## config.mk

```make
export PLATFORM = sky130hd
export DESIGN_NAME = hazard_ctrl
export DESIGN_NICKNAME = d
export VERILOG_FILES = /design/src/rtl/hazard_ctrl.sv
export SDC_FILE = /design/constraint.sdc
export NUM_CORES = 1
export LEC_CHECK = 0
export ABC_AREA = 1
export ABC_CLOCK_PERIOD_IN_PS = 3620
export CAP_MARGIN = 20
export CORE_AREA = 2 2 80 112
export DETAILED_ROUTE_END_ITERATION = 10
export DIE_AREA = 0 0 82 114
export PLACE_DENSITY = 0.85
export SYNTH_ARGS = -nofsm -noshare
export SYNTH_HDL_FRONTEND = slang
export SYNTH_SLANG_ARGS = --single-unit
```

## constraint.sdc

```tcl
create_clock -name clk -period 3.62 [get_ports clk]
set_input_delay 0.724 -clock clk [delete_from_list [all_inputs] [get_ports clk]]
set_output_delay 0.724 -clock clk [all_outputs]
set_load 0.01 [all_outputs]
```

## src/rtl/hazard_ctrl.sv

```systemverilog
// Hazard and stall controller for the decode-to-execute boundary: load-use
// stalls, multi-cycle multiply sequencing, branch flush and perf counters.
module hazard_ctrl #(
   parameter int MUL_LAT = 4,
   parameter int CNT_W   = 32
) (
   input  logic             clk,
   input  logic             rst,
   input  logic [4:0]       D_rs1,
   input  logic [4:0]       D_rs2,
   input  logic             D_use_rs1,
   input  logic             D_use_rs2,
   input  logic [4:0]       EX_rd,
   input  logic             EX_ld,
   input  logic             EX_mul,
   input  logic             EX_taken,
   output logic             stall_F,
   output logic             stall_D,
   output logic             flush_F,
   output logic             mul_start,
   output logic             mul_done,
   output logic             mul_busy,
   output logic [CNT_W-1:0] stall_cnt,
   output logic [CNT_W-1:0] flush_cnt
);

   typedef enum logic {RUN, MUL_WAIT} state_t;

   // Remaining stall cycles after the start cycle; MUL_LAT <= 16 keeps this in 4 bits.
   localparam logic [3:0] CNT_LOAD = 4'(MUL_LAT - 2);

   state_t     state;
   logic [3:0] cnt;
   logic       load_use;
   logic       in_run;

   // NOTE: every always_comb output gets a default first so no path can infer a latch.
   always_comb begin
      load_use  = 1'b0;
      in_run    = (state == RUN);
      mul_start = 1'b0;
      mul_busy  = 1'b0;
      mul_done  = 1'b0;
      stall_D   = 1'b0;
      flush_F   = 1'b0;

      if (EX_ld && (EX_rd != 5'd0) &&
          ((D_use_rs1 && (D_rs1 == EX_rd)) || (D_use_rs2 && (D_rs2 == EX_rd))))
         load_use = 1'b1;

      if (in_run) begin
         mul_start = EX_mul;
         stall_D   = load_use || EX_mul;
         flush_F   = EX_taken;
      end else begin
         // EX holds a bubble while waiting, so its inputs are not consulted here.
         mul_busy = 1'b1;
         mul_done = (cnt == 4'd0);
         stall_D  = (cnt != 4'd0);
      end

      // A redirect must let the new fetch through even when D is stalled.
      stall_F = stall_D && !flush_F;
   end

   // NOTE: sequential state uses non-blocking assignments so every register samples pre-edge values.
   always_ff @(posedge clk) begin
      if (rst) begin
         state     <= RUN;
         cnt       <= 4'd0;
         stall_cnt <= '0;
         flush_cnt <= '0;
      end else begin
         case (state)
            RUN: begin
               if (EX_mul) begin
                  state <= MUL_WAIT;
                  cnt   <= CNT_LOAD;
               end
            end
            MUL_WAIT: begin
               if (cnt == 4'd0)
                  state <= RUN;
               else
                  cnt <= cnt - 4'd1;
            end
            default: begin
               state <= RUN;
               cnt   <= 4'd0;
            end
         endcase

         if (stall_D && (stall_cnt != {CNT_W{1'b1}}))
            stall_cnt <= stall_cnt + CNT_W'(1);
         if (flush_F && (flush_cnt != {CNT_W{1'b1}}))
            flush_cnt <= flush_cnt + CNT_W'(1);
      end
   end

endmodule
```

==> results.json <==
{
  "status": "complete, no violations",
  "worstSetupPathType": "primary input to output port",
  "utilization": 0.7001,
  "tns_ps": 0,
  "r2r-end": "flush_cnt[24]",
  "synth_top_area_share": 0.2970,
  "nFillCells": 770,
  "rsz0062_at_grt": "no",
  "maxSlewHeadroom": 0.5195,
  "power_per_cell_area_nw_per_um2": 333.9,
  "yosys.area.top_type": "dfxtp_1",
  "cts_tree": "done",
  "synth.avg_cell_area_sq_um": 6.111,
  "worstRegToRegCells": 10,
  "p_leak_nw": 2.221,
  "cts_max_level": 3,
  "worst_pin_slew_ps": 719.9,
  "seqCellArea_sq_um": 1381,
  "hold-path-endpoint": "cnt[0]",
  "slew_violations": 0,
  "vias_per_cell": 5.399,
  "gp_congestion": 0.9689,
  "syn_nets": 786,
  "hold_class": "flop to flop",
  "final_common_cell": "nand2_1",
  "clkLatencyLatePin_ps": 340,
  "holdPathStages": 1,
  "cts_hold_buffers": 0,
  "synth.distinct_cells": 31,
  "area_growth_pct": 26.58,
  "seq_area_frac_synth": 0.2970,
  "grt_max_degree": 49,
  "hold_path_startpoint": "cnt[0]",
  "grt_pass1_wl_mm": 21.59,
  "syn-cell-area_sq_um": 4651,
  "syn-instance-count": 761,
  "worstPathMaxFanout": 3,
  "setup_viol": 0,
  "fin_nets": 871,
  "required_ps": 2900,
  "r2r_setup_slack_ps": 1450,
  "placed_cells": 940,
  "multi_input_area_sq_um": 2840,
  "ir_worst_vdd_v": 0.0002603,
  "die_width_um": 82,
  "final_cell_mix": "nand2_1, nor2_1, clkdlybuf4s50_1, dfxtp_1, inv_1",
  "ios": 92,
  "drt-total-wl_mm": 13.33,
  "drtIter0Drc": 252,
  "vias": 5161,
  "cts_root_buffer": "clkbuf_16",
  "min_period_ps": 3281,
  "hold_viol": 0,
  "r2r_start": "flush_cnt[1]",
  "cts_resized": 0,
  "initial_core_util": 0.5531,
  "ctsLongestPathBuffers": 2,
  "drv_cap": 0,
  "ys_ff_latch": 69,
  "fin_cells": 956,
  "wire_per_inst_um": 13.94,
  "total_power_mw": 1.965,
  "antenna_found_initial": 0,
  "post-route-period-util": 0.9064,
  "clock.fmax_mhz": 304.8,
  "drive_gt1_frac": 0.07991,
  "synth_area_leaders": "dfxtp_1, nand2_1, nor2_1",
  "dr.pass1.iters": 8,
  "ant_nets": 0,
  "post-cts-setup-buffers": 0,
  "cts_buffers": 9,
  "core-area_sq_um": 8408,
  "dpl.hpwl_mm": 9.854,
  "die_h_um": 114,
  "fin_skew_ps": 9.114,
  "dieArea_sq_um": 9348,
  "rows": 40,
  "cp-startpoint": "EX_rd[3]",
  "ys.warnings.count": 0,
  "cp-end-kind": "output port",
  "clk_pin_slew_ps": 50,
  "post-route-drc-count": 0,
  "cp-start-kind": "primary input",
  "io_buffer_count": 91,
  "grt-ovfl-total": 0,
  "grt_pass1_vias": 4903,
  "cp.arrival_ps": 2560,
  "cts.sinks": 69,
  "grtUsageTotal": 0.2934,
  "antennaDiodeCount": 0
}
-- cells in the mapped netlist (all sizes together) --
cell	count
nor3b	1
dfxtp	69
nor3	21
clkbuf	7
ha	3
a32o	1
nand4	9
nand3	53
xnor2	7
nand3b	13
o21ai	13
buf	13
xor2	19
clkinv	1
nor2	125
inv	75
nand2	276
a21oi	55
-- cell type report --
type / count / share of cell area
Timing Repair Buffer: 94 / 0.1577
Tap cell: 105 / 0.02232
Multi-Input combinational cell: 596 / 0.4825
Clock inverter: 6 / 0.01488
Sequential cell: 69 / 0.2346
Clock buffer: 10 / 0.03889
Inverter: 76 / 0.04910
-- report_power, final --
group	switching (mW)	internal, mW	total [mW]
registers	0.0135	0.774	0.787
logic	0.150	0.0866	0.237
clock network	0.339	0.603	0.942
total	0.502	1.46	1.97
-- metrics by stage --
stage | area, sq um | hold slack, ps | worst slack, ps
final | 5887 | 494.9 | 338.9
after global routing | 5887 | 513.3 | 267.3
after detailed placement | 5570 | 481.3 | 378.5
after CTS | 5887 | 488.9 | 382.2
after global placement | 5570 | 474.1 | 475.7
after floorplan | 4651 | 449.4 | 1400
-- state kept, by name, indices dropped and copies added, names as in the netlist --
register and cells:
cnt 4, flush_cnt 32, stall_cnt 32, state 1
-- worst max path at each step --
stage	endpoint	slack, ps	depth (start not counted)
after floorplan	stall_D	1400	5
after detailed placement	stall_F	380	10
final	stall_F	340	10
after CTS	stall_F	380	10
after global placement	stall_F	480	10
after global routing	stall_F	270	10
-- critical path, cell delays in order --
cell and delay (ps):
clkdlybuf4s50_1 510, inv_1 90, nand2_1 70, nand2_1 60, nor2_1 130, nand3_1 90, nand2_1 60, nand2_1 100
a21oi_1 160, clkdlybuf4s50_1 560
-- cell families (layout without fill, tap and decap cells) --
kind of cell,count (synthesis),after routing,share of synthesized area
adders and majority gates,3,3,0.008072
xor gates and xnor gates,26,26,0.04896
and+or+nand+nor,498,498,0.4638
buffers and inverters,96,186,0.09228
AOI/OAI and AO/OA,69,69,0.08986
DFF,69,69,0.2970
-- routing by layer --
metal / GRT usage / part of all wire / up-vias
met3: 0.04747 / 0.056 / 52
met1: 0.3197 / 0.38 / 2344
met4: 0.1644 / 0.043 / 0
li1: - / - / 2566
met2: 0.5230 / 0.52 / 199
met5: 0 / 0 / -
(Power assumes the default switching activity.)
